--- src/rtl/timer_irq_pkg.sv ---
// Shared constants for the timer interrupt controller: register map,
// FSM encoding and STAT field positions.
package timer_irq_pkg;

  localparam logic [1:0] ADDR_PEND = 2'd0;
  localparam logic [1:0] ADDR_MASK = 2'd1;
  localparam logic [1:0] ADDR_EDGE = 2'd2;
  localparam logic [1:0] ADDR_STAT = 2'd3;

  typedef enum logic [1:0] {
    ST_IDLE = 2'd0,
    ST_REQ  = 2'd1,
    ST_GAP  = 2'd2
  } state_e;

  localparam int STAT_IRQ_BIT = 31;
  localparam int STAT_ID_LSB  = 28;
  localparam int STAT_OVR_LSB = 16;
  localparam int STAT_ST_LSB  = 8;
  localparam int STAT_LVL_LSB = 0;

endpackage

--- src/rtl/irq_edge_sync.sv ---
// One channel: multi-flop synchronizer followed by an edge register and
// a selectable rising/falling edge detector.
module irq_edge_sync #(
  parameter int SYNC_STAGES = 2
) (
  input  logic clk,
  input  logic rst,
  input  logic din,
  input  logic fall_sel,
  output logic level,
  output logic pulse
);

  logic [SYNC_STAGES-1:0] sync;
  logic                   prev;

  always_ff @(posedge clk) begin
    if (!rst) begin
      sync <= '0;
      prev <= 1'b0;
    end else begin
      sync <= {sync[SYNC_STAGES-2:0], din};
      prev <= sync[SYNC_STAGES-1];
    end
  end

  assign level = sync[SYNC_STAGES-1];
  assign pulse = fall_sel ? (prev & ~level) : (~prev & level);

endmodule

--- src/rtl/timer_irq_ctrl.sv ---
// Timer channel interrupt controller with PEND/MASK/EDGE/STAT registers.
// Define TIMER_IRQ_OVR_EN to build the sticky per-channel overrun flags.
module timer_irq_ctrl
  import timer_irq_pkg::*;
#(
  parameter int NUM_CH      = 3,
  parameter int SYNC_STAGES = 2
) (
  input  logic              clk,
  input  logic              rst,
  input  logic [NUM_CH-1:0] cnt_out,
  input  logic              we,
  input  logic [1:0]        addr,
  input  logic [31:0]       wdata,
  output logic [31:0]       rdata,
  output logic              irq,
  output logic [1:0]        irq_id,
  input  logic              irq_ack
);

  logic [NUM_CH-1:0] pend, mask, edge_cfg;
  logic [NUM_CH-1:0] lvl, hit, req;
  logic [NUM_CH-1:0] wclr, ack_clr;
  logic [3:0]        lvl4, ovr4;
  logic [1:0]        low_id;
  logic              ack_hit;
  logic              wdata_unused;

  state_e     state_q, state_d;
  logic       irq_q, irq_d;
  logic [1:0] id_q, id_d;

  for (genvar g = 0; g < NUM_CH; g++) begin : g_ch
    irq_edge_sync #(
      .SYNC_STAGES(SYNC_STAGES)
    ) u_sync (
      .clk     (clk),
      .rst     (rst),
      .din     (cnt_out[g]),
      .fall_sel(edge_cfg[g]),
      .level   (lvl[g]),
      .pulse   (hit[g])
    );
  end

  assign wdata_unused = ^wdata[31:NUM_CH];
  assign wclr = (we && addr == ADDR_PEND) ? wdata[NUM_CH-1:0] : '0;
  assign req  = pend & mask;

  always_comb begin
    ack_clr = '0;
    for (int i = 0; i < NUM_CH; i++)
      ack_clr[i] = ack_hit && (id_q == 2'(i));
  end

  // New edges are OR'd in last so a same-cycle set beats any clear
  always_ff @(posedge clk) begin
    if (!rst) begin
      pend     <= '0;
      mask     <= '0;
      edge_cfg <= '0;
    end else begin
      pend <= (pend & ~wclr & ~ack_clr) | hit;
      if (we && addr == ADDR_MASK) mask <= wdata[NUM_CH-1:0];
      if (we && addr == ADDR_EDGE) edge_cfg <= wdata[NUM_CH-1:0];
    end
  end

`ifdef TIMER_IRQ_OVR_EN
  logic [NUM_CH-1:0] ovr;

  always_ff @(posedge clk) begin
    if (!rst) ovr <= '0;
    else      ovr <= (ovr & ~wclr) | (hit & pend);
  end

  always_comb begin
    ovr4 = '0;
    ovr4[NUM_CH-1:0] = ovr;
  end
`else
  assign ovr4 = '0;
`endif

  always_comb begin
    low_id = '0;
    for (int i = NUM_CH - 1; i >= 0; i--)
      if (req[i]) low_id = 2'(i);
  end

  always_ff @(posedge clk) begin
    if (!rst) begin
      state_q <= ST_IDLE;
      irq_q   <= 1'b0;
      id_q    <= '0;
    end else begin
      state_q <= state_d;
      irq_q   <= irq_d;
      id_q    <= id_d;
    end
  end

  always_comb begin
    state_d = state_q;
    irq_d   = irq_q;
    id_d    = id_q;
    ack_hit = 1'b0;
    unique case (state_q)
      ST_IDLE: if (|req) begin
        state_d = ST_REQ;
        irq_d   = 1'b1;
        id_d    = low_id;
      end
      ST_REQ: if (irq_ack) begin
        state_d = ST_GAP;
        irq_d   = 1'b0;
        ack_hit = 1'b1;
      end
      ST_GAP: state_d = ST_IDLE;
      default: begin
        state_d = ST_IDLE;
        irq_d   = 1'b0;
      end
    endcase
  end

  assign irq    = irq_q;
  assign irq_id = id_q;

  always_comb begin
    lvl4 = '0;
    lvl4[NUM_CH-1:0] = lvl;
  end

  always_comb begin
    rdata = '0;
    unique case (addr)
      ADDR_PEND: rdata[NUM_CH-1:0] = pend;
      ADDR_MASK: rdata[NUM_CH-1:0] = mask;
      ADDR_EDGE: rdata[NUM_CH-1:0] = edge_cfg;
      ADDR_STAT: begin
        rdata[STAT_IRQ_BIT]      = irq_q;
        rdata[STAT_ID_LSB +: 2]  = id_q;
        rdata[STAT_OVR_LSB +: 4] = ovr4;
        rdata[STAT_ST_LSB +: 2]  = state_q;
        rdata[STAT_LVL_LSB +: 4] = lvl4;
      end
      default: rdata = '0;
    endcase
  end

endmodule

--- config.mk ---
export PLATFORM = sky130hd
export DESIGN_NAME = timer_irq_ctrl
export DESIGN_NICKNAME = d
export VERILOG_FILES = /design/src/rtl/timer_irq_pkg.sv /design/src/rtl/irq_edge_sync.sv /design/src/rtl/timer_irq_ctrl.sv
export SDC_FILE = /design/constraint.sdc
export NUM_CORES = 1
export LEC_CHECK = 0
export BUFFER_PORTS_ARGS = -buffer_cell sky130_fd_sc_hd__buf_4
export CORE_MARGIN = 2
export CORE_UTILIZATION = 31
export CTS_CLUSTER_DIAMETER = 100
export DETAILED_ROUTE_END_ITERATION = 10
export PLACE_DENSITY = 0.61
export SKIP_LAST_GASP = 1
export SLEW_MARGIN = 0
export SYNTH_ARGS = -nofsm -noshare
export SYNTH_HDL_FRONTEND = slang
export SYNTH_HIERARCHICAL = 1
export SYNTH_SLANG_ARGS = --single-unit
--- constraint.sdc ---
create_clock -name clk -period 1.2 [get_ports clk]
set_input_delay 0.18 -clock clk [delete_from_list [all_inputs] [get_ports clk]]
set_output_delay 0.18 -clock clk [all_outputs]
set_load 0.01 [all_outputs]
==> results.toml, run 1 <==
[power_and_ir_drop]
power.density_nw_per_um2 = 1010
max-vdd-ir-drop_mv = 0.541
p_leak_nw = 0.686

[finish]
utilization_pct = 39.4
diodes = 0
syn_to_final_growth_pct = 21.4
nets = 199
drive_above_1_share_pct = 33.1

[global_route]
grt.overflow.total = 0
global_route.usage.total_pct = 11.4
grt_pass1_vias = 808
grt_pass1_wl_um = 3750
grt_max_degree = 15
antenna_found_initial = 0

[sta]
fin_skew_ns = 0.00334
setup_viol_count_final = 3
fin_tns_setup_ns = -0.543
layout_min_cycle_time_ns = 1.39
maxSlewViolCount = 0
min_period_over_period_pct = 116
whs_ns = 0.114
fmax_mhz = 720
fin_ws_ns = -0.188
rsz0062_at_grt = "yes"
hold_viol_final = 0

[floorplanning]
coreArea_um2 = 3690
die_h_um = 66.2
start_util_pct = 32.5
die_w_um = 66.2
io_pins = 76
std_cell_rows = 22
die_area_um2 = 4380

[worst_setup_path]
r2r_cells = 5
critPathKind = "flop to output port"
required_ns = 1.02
worstSetupEndpointType = "output port"
startpoint_type = "flop"
arrival_ns = 1.21
path_max_fanout = 2
r2r_setup_slack_ns = 0.12

[routing]
first_iter_violations = 17
wirelength_um = 2340
vias_per_cell = 4.41
vias = 905
wl_per_cell_um = 11.4
drt_pass1_iterations = 4
ant_nets = 0
drc_errors = 0

[synth]
netlist_area_um2 = 1200
yosysTopAreaCell = "dfxtp_1"
yosysSeqAreaShare_pct = 38.5
synth-seq-cells = 23
synth-warning-count = 6
netlist_instances = 125
ys_top_cells_by_area = "dfxtp_1, buf_4, and2_1, mux2i_1, mux4_2"
synth_top_cell_area_share_pct = 38.5
synth_cell_type_count = 30
avgSynthCellArea_um2 = 9.58

[clocking]
cts_tree = "yes"
h-tree-depth = 1
root_buffer = "clkbuf_8"
cts_buffer_depth = 2
clk_latency_ns = 0.26
numCtsBuffers = 3
hold_buffers = 0
numClockSinks = 23
cts.clk_slew.worst_paths_ns = 0.08

[status]
violations = "setup timing"
status = "finished with violations"

[place]
hpwl_um = 1760
portBuffers = 22
place.gp.congestion = 0.786

[hold_path]
whs_path_depth = 2
holdCritPathClass = "primary input to flop"

[job]
drv_cap = 0
## cell type report
type / instances / area [µm²]
Clock buffer: 4 / 45.0
Fill cell: 387 / 2230
Inverter: 8 / 30.0
Multi-Input combinational cell: 90 / 596
Sequential cell: 23 / 472
Tap cell: 48 / 60.1
Timing Repair Buffer: 32 / 251
## cells by family after synthesis
group,after synthesis,share of synthesized area [%]
muxes,9,11.0
DFF,23,38.5
buffers and inverters,35,19.2
AOI/OAI and AO/OA,15,10.5
and+or+nand+nor,42,20.6
other,1,0.313
## cell usage in the layout (no fill, tap or decap), drive strengths merged
master	Yosys	final
mux2i	6	6
and3	5	5
and2	10	10
nand4bb	1	1
o221ai	2	2
nor2	9	9
nand3b	3	3
inv	8	8
dfxtp	23	23
o31a	2	2
or3b	1	1
nand2	6	6
mux4	3	3
buf	26	32
conb	1	24
o22ai	3	3
nand2b	3	3
o32ai	1	1
clkbuf	1	4
nor3b	1	1
o21ai	3	3
nor4b	1	1
and4bb	1	1
a21oi	2	2
nand4	1	1
a211oi	1	1
a21boi	1	1
## metal layers
metal / track usage (%) / part of all wire, %
met5: 0 / 0
met2: 17.8 / 46
met3: 1.53 / 6.1
met4: 6.12 / 1.6
met1: 15.3 / 46
## power by group
part / total, mW / switching, mW / internal, mW
registers: 0.805 / 0.0141 / 0.791
logic: 0.201 / 0.107 / 0.0938
clock network: 0.469 / 0.232 / 0.237
## metrics by stage
step           cells  power [mW]  area [µm²]  setup slack, ns
2_1_floorplan    148       0.991        1280            0.137
3_3_place_gp     198        1.01        1360         -0.00967
3_5_place_dp     198        1.01        1360          -0.0169
4_1_cts          205        1.50        1440           -0.198
5_1_grt          205        1.56        1450           -0.224
6_report         205        1.48        1450           -0.188
## state kept, by name, indices dropped and copies added, names as in the netlist
signal and count:
g_ch.u_sync/sync 6, edge_cfg 3, g_ch.u_sync/prev 3, mask 3
pend 3, irq_id 2, state_q 2, irq 1
## synth_stat cells (all sizes together)
cell and number:
o221ai 2, or3b 1, mux2i 6, clkbuf 1, o32ai 1, inv 8
nand4bb 1, and3 5, conb 1, o21ai 3, and2 10, nand3b 3
a21oi 2, mux4 3, nor4b 1, buf 26, and4bb 1, nand2b 3
a211oi 1, nand2 6, a21boi 1, o22ai 3, nor3b 1, dfxtp 23
nor2 9, nand4 1, o31a 2
## critical path, stage by stage, from the launching register on
cell and delay, ns:
dfxtp_2 0.33, mux4_2 0.48, buf_6 0.14
## final timing paths
kind                       endpoint                   start
max                        rdata[1]  g_ch[1].u_sync/sync[1]
min reg2reg  g_ch[2].u_sync/sync[1]  g_ch[2].u_sync/sync[0]
min          g_ch[2].u_sync/sync[0]              cnt_out[2]
max reg2reg                 pend[1]  g_ch[1].u_sync/sync[1]
## what timing repair did
action / CTS / global route
buffers inserted: 3 / 0
resized for setup: 8 / 6
setup endpoints to repair: 3 / 7
Note: power is estimated with default switching activity, not from simulation.
==> inputs of run 2 (changes only) <==
Settings changed: SKIP_LAST_GASP 1 to not set, SLEW_MARGIN 0 to 20.
Clock period 1.2 ns to 1.3 ns, I/O delays scaled along.
==> run 2 against run 1 <==
Net effect:
- the flow still finishes with violations (setup timing)
- critical path depth is the same
- combinational power shrank 8%
- first-iteration DRC count decreased by 71%
- clock skew fell by 0.0028 ns
- register-to-register slack is essentially flat
- sequential share of layout area is 0.12 points higher
- critical path type unchanged
==> results.toml, run 2 (same netlist as run 1, synthesis figures left out) <==
[worst_setup_path]
required_ns = 1.11
slowest_delay_ns = 0.47
r2r-end = "pend[1]"
timing.critical_path.cells = "mux4_2, buf_6"
r2r_setup_slack_ns = 0.12
path_max_fanout = 2
worstSetupEndpointType = "output port"
arrival_ns = 1.21
crit_buf_inv = 1
startpoint_type = "flop"
cp_slowest_cell = "mux4_2"
rr_startpoint = "g_ch[1].u_sync/sync[1]"
r2r_cells = 6
cpLargestDelayFamily = "multiplexers"
critPathKind = "flop to output port"

[clocking]
h-tree-depth = 1
numCtsBuffers = 3
cts_tree = "yes"
numClockSinks = 23
hold_buffers = 0
cts.clk_slew.worst_paths_ns = 0.08
root_buffer = "clkbuf_8"
cts_buffer_depth = 2
clk_latency_ns = 0.26

[finish]
diodes = 0
fill_cells = 399
drive_above_1_share_pct = 34.4
layout_commonest_cell = "buf_4"
largest_reg_flops = 6
syn_to_final_growth_pct = 21.6
regMostFlops = "g_ch.u_sync/sync"
most-common-layout-cells = "buf_4, conb_1, dfxtp_1, dfxtp_2, and2_1"
nets = 199

[power_and_ir_drop]
max-vdd-ir-drop_mv = 0.467
p_total_mw = 1.37
p_leak_nw = 0.688
power.density_nw_per_um2 = 942

[routing]
first_iter_violations = 5
drc_errors = 0
ant_nets = 0
wl_per_cell_um = 11.5
vias_per_cell = 4.41
drt_pass1_iterations = 3
wirelength_um = 2350
vias = 905

[hold_path]
hold_path_end = "g_ch[1].u_sync/sync[0]"
holdCritPathClass = "primary input to flop"
min-delay-start = "cnt_out[1]"
whs_path_depth = 2

[status]
violations = "setup timing"
status = "finished with violations"

[floorplanning]
die_w_um = 66.2
coreArea_um2 = 3690
std_cell_rows = 22
io_pins = 76
die_area_um2 = 4380
start_util_pct = 32.5
die_h_um = 66.2

[place]
place.gp.congestion = 0.775
portBuffers = 22
dpl_worst_slack_ns = 0.0491
hpwl_um = 1720

[global_route]
global_route.usage.total_pct = 11.8
antenna_found_initial = 0
grt.overflow.total = 0
grt_pass1_vias = 831
grt_max_degree = 15
grt_pass1_wl_um = 3910

[sta]
rsz0062_at_grt = "yes"
min_period_over_period_pct = 108
maxSlewViolCount = 0
layout_min_cycle_time_ns = 1.40
setup_viol_count_final = 3
fin_skew_ns = 0.000561
hold_viol_final = 0
fmax_mhz = 713
fin_ws_ns = -0.103

[job]
drv_cap = 0
run 2: cell counts in the layout (fill, tap and decap cells not counted):
No cell type changed its count.
run 2: area by class of cell:
type / count / area (µm²) / share of cell area [%]
Clock buffer: 4 / 45.0 / 3.09
Inverter: 8 / 30.0 / 2.06
Multi-Input combinational cell: 90 / 596 / 40.9
Sequential cell: 23 / 474 / 32.6
Timing Repair Buffer: 32 / 251 / 17.3
Tap cell: 48 / 60.1 / 4.12
run 2: power by group:
part / leakage (nW) / switching, mW / internal (mW) / total [mW]
combinational: 0.472 / 0.0985 / 0.0861 / 0.185
clock: 0.0228 / 0.224 / 0.219 / 0.443
sequential: 0.192 / 0.0136 / 0.731 / 0.745
total: 0.688 / 0.336 / 1.04 / 1.37
run 2: what timing repair did:
| item | 4_1_cts | 5_1_grt |
|---|---|---|
| cloned | 0 | 0 |
| gates resized for setup | 12 | 4 |
| endpoints found under the setup margin | 3 | 3 |
| setup buffers | 7 | 2 |
run 2: how the worst max path moves through the flow:
stage                start       end  slack (ns)  cells after the start
5_1_grt        edge_cfg[1]  rdata[1]       -0.15                      2
6_report       edge_cfg[1]  rdata[1]       -0.10                      2
3_3_place_gp       addr[0]  rdata[2]        0.06                      3
4_1_cts        edge_cfg[2]  rdata[2]       -0.12                      2
2_1_floorplan      addr[0]  rdata[2]        0.21                      2
3_5_place_dp       addr[0]  rdata[2]        0.05                      3
run 2: worst register-to-register path, stage by stage, from the launching register on:
cell      delay, ns
dfxtp_2        0.32
buf_4          0.12
buf_4          0.13
nand2b_1       0.08
o22ai_2        0.08
nor4b_2        0.24
a211oi_1       0.08
run 2: metrics by stage:
step                      hold WS (ns)  cells  utilization (%)  cell area, µm²  TNS, ns
final                            0.125    205             39.5            1460   -0.291
after global routing             0.125    205             39.5            1460   -0.408
after CTS                        0.123    203             38.8            1430   -0.332
after detailed placement         0.401    192             35.7            1320        0
after global placement           0.396    192             35.7            1320        0
after floorplan                  0.317    148                -            1280        0
run 2: layer usage:
| metal | vias up | wire length, µm | GRT usage [%] |
|---|---|---|---|
| li1 | 443 | - | - |
| met1 | 418 | 1050 | 15.4 |
| met2 | 39 | 1100 | 18.6 |
| met3 | 5 | 152 | 2.39 |
| met4 | 0 | 47 | 5.36 |
| met5 | - | 0 | 0 |
==> inputs of run 3 (changes only) <==
Settings changed: CTS_CLUSTER_DIAMETER 100 to 80, SYNTH_HIERARCHICAL 1 to not set.
==> run 3 against run 2 <==
Net effect:
- the run still ends with setup timing left
- first-iteration DRC count grew to 3.0 times the previous value
- fmax hardly changed
- worst hold slack better by 0.010 ns
- clock power hardly changed
- worst setup slack better by 0.00060 ns
- count of clock-buffer cells in the layout is 1 lower
- critical path type unchanged
- critical endpoint unchanged
==> results.toml, run 3 <==
[floorplanning]
io_pins = 76
start_util_pct = 32.0
die_area_um2 = 4260
coreArea_um2 = 3630
std_cell_rows = 22
die_h_um = 65.2
die_w_um = 65.2

[synth]
async_flop_share_pct = 0
netlist_instances = 118
synth_compound_area_share_pct = 8.61
synth_edf_count = 0
synth_top_family_by_area = "simple AND/OR/NAND/NOR gates"
synth_most_common_cell = "buf_4"
synth_fa_ha_area_share_pct = 0
avgSynthCellArea_um2 = 9.85
synthMuxAreaShare_pct = 11.3
ys_top_cells_by_area = "dfxtp_1, buf_4, mux2i_1, and2_1, mux4_2"
synth_top_cell_area_share_pct = 39.6
synth_cell_type_count = 34
yosys.area_share.simple_pct = 21.6
netlist_area_um2 = 1160
synth-warning-count = 0
synth-seq-cells = 23
yosys-top-cells-count = "buf_4, dfxtp_1, and2_1, nor2_1, mux2i_1"
yosysSeqAreaShare_pct = 39.6
yosysTopAreaCell = "dfxtp_1"
synth-xor-area-share_pct = 0
synth-main-ff-cell = "dfxtp_1"

[power_and_ir_drop]
p_int_mw = 1.03
power_frac_seq_pct = 54.4
switching_power_mw = 0.335
p_total_mw = 1.37
pwr-share-clk_pct = 32.2
power.density_nw_per_um2 = 963
p_leak_nw = 0.679
p_sw_share_pct = 24.6
combPwrFrac_pct = 13.4
max-vdd-ir-drop_mv = 0.525

[sta]
maxSlewViolCount = 0
min_period_over_period_pct = 108
setup_viol_count_final = 3
layout_min_cycle_time_ns = 1.40
hold_viol_final = 0
fin_tns_setup_ns = -0.290
fin_ws_ns = -0.102
fin_skew_ns = 0.00319
rsz0062_at_grt = "yes"
fmax_mhz = 713

[finish]
utilization_pct = 39.0
drive_above_1_share_pct = 34.7
syn_to_final_growth_pct = 22.1
nets = 192
regMostFlops = "g_ch.u_sync.sync"
fill_cells = 367
layout_commonest_cell = "buf_4"
final_cell_area_um2 = 1420
largest_reg_flops = 6
diodes = 0
most-common-layout-cells = "buf_4, conb_1, dfxtp_1, dfxtp_2, and2_1"

[clocking]
numClockSinks = 23
clk_latency_ns = 0.26
cts_buffer_depth = 2
cts.clk_slew.worst_paths_ns = 0.08
hold_buffers = 0
cts_tree = "yes"
h-tree-depth = 1
root_buffer = "clkbuf_8"
numCtsBuffers = 3

[place]
hpwl_um = 1660
place.gp.congestion = 0.797
dpl_cell_area_um2 = 1280
dpl_worst_slack_ns = 0.0370
portBuffers = 22

[worst_setup_path]
path_max_fanout = 2
required_ns = 1.11
startpoint = "g_ch[1].u_sync.sync[1]"
r2r-end = "irq"
critPathKind = "flop to output port"
worstSetupEndpointType = "output port"
arrival_ns = 1.21
r2r_setup_slack_ns = 0.12
rr_startpoint = "pend[0]"
startpoint_type = "flop"
r2r_cells = 4

[hold_path]
whs_path_depth = 2
holdCritPathClass = "primary input to flop"
min-delay-start = "cnt_out[1]"
hold_path_end = "g_ch[1].u_sync.sync[0]"

[global_route]
grt_max_degree = 17
grt.overflow.total = 0
antenna_found_initial = 0
grt_pass1_wl_um = 3920
global_route.usage.total_pct = 12.0
grt_pass1_vias = 840

[routing]
vias = 887
wl_per_cell_um = 12.1
wirelength_um = 2400
ant_nets = 0
vias_per_cell = 4.48
drt_pass1_iterations = 4
drc_errors = 0
first_iter_violations = 15

[job]
drv_cap = 0

[status]
status = "finished with violations"
violations = "setup timing"
-- run 3: cell count changes after synthesis, sizes merged, moves of 2 or more --
cell / change
nand2: -5
nand3b: +2
o22ai: -2
inv: -4
nand2b: -3
a31oi: +2
nor3b: +2
or3b: +2
-- run 3: cell type report --
cell class	instances	area (µm²)	area share, %
Clock buffer	3	41.3	2.91
Clock inverter	1	5.00	0.353
Inverter	5	18.8	1.32
Multi-Input combinational cell	86	569	40.1
Sequential cell	23	473	33.3
Tap cell	48	60.1	4.23
Timing Repair Buffer	32	251	17.7
-- run 3: worst max-delay path, stage by stage (launching register included) --
cell and delay [ns]:
dfxtp_2 0.32, mux4_2 0.48, buf_6 0.14
-- run 3: power groups by stage --
stage	clock [mW]	combinational [mW]	sequential, mW
finish	0.440	0.183	0.743
global route	0.475	0.203	0.746
CTS	0.454	0.183	0.743
detailed placement	0	0.156	0.762
global placement	0	0.154	0.762
floorplan	0	0.154	0.758
-- run 3: metal layers --
layer  vias up  part of all wire (%)  track usage [%]
li1        431                     -                -
met1       404                    46             15.4
met2        47                    45             18.9
met3         5                   7.9             2.40
met4         0                   1.9             6.25
met5         -                     0                0
-- run 3: cells by family after synthesis --
| group | count (synthesis) |
|---|---|
| buffers and inverters | 32 |
| other | 1 |
| AOI/OAI and AO/OA | 14 |
| muxes | 9 |
| and+or+nand+nor | 39 |
| DFF | 23 |
-- run 3: worst max-delay path by stage --
stage | cells past startpoint | endpoint | slack [ns]
after floorplan | 2 | rdata[2] | 0.17
after global placement | 3 | rdata[2] | 0.01
after detailed placement | 3 | rdata[2] | 0.04
after CTS | 2 | rdata[1] | -0.11
after global routing | 2 | rdata[1] | -0.13
final | 2 | rdata[1] | -0.10
-- run 3: stage by stage --
stage,hold WS [ns],cells
floorplan,0.322,141
global placement,0.406,185
detailed placement,0.407,185
CTS,0.130,198
global route,0.134,198
finish,0.135,198
-- run 3: timing repair --
item                       in CTS  in global routing
setup endpoints to repair       3                  3
pin swaps                       0                  0
setup buffers                   9                  0
resized for setup              14                  0
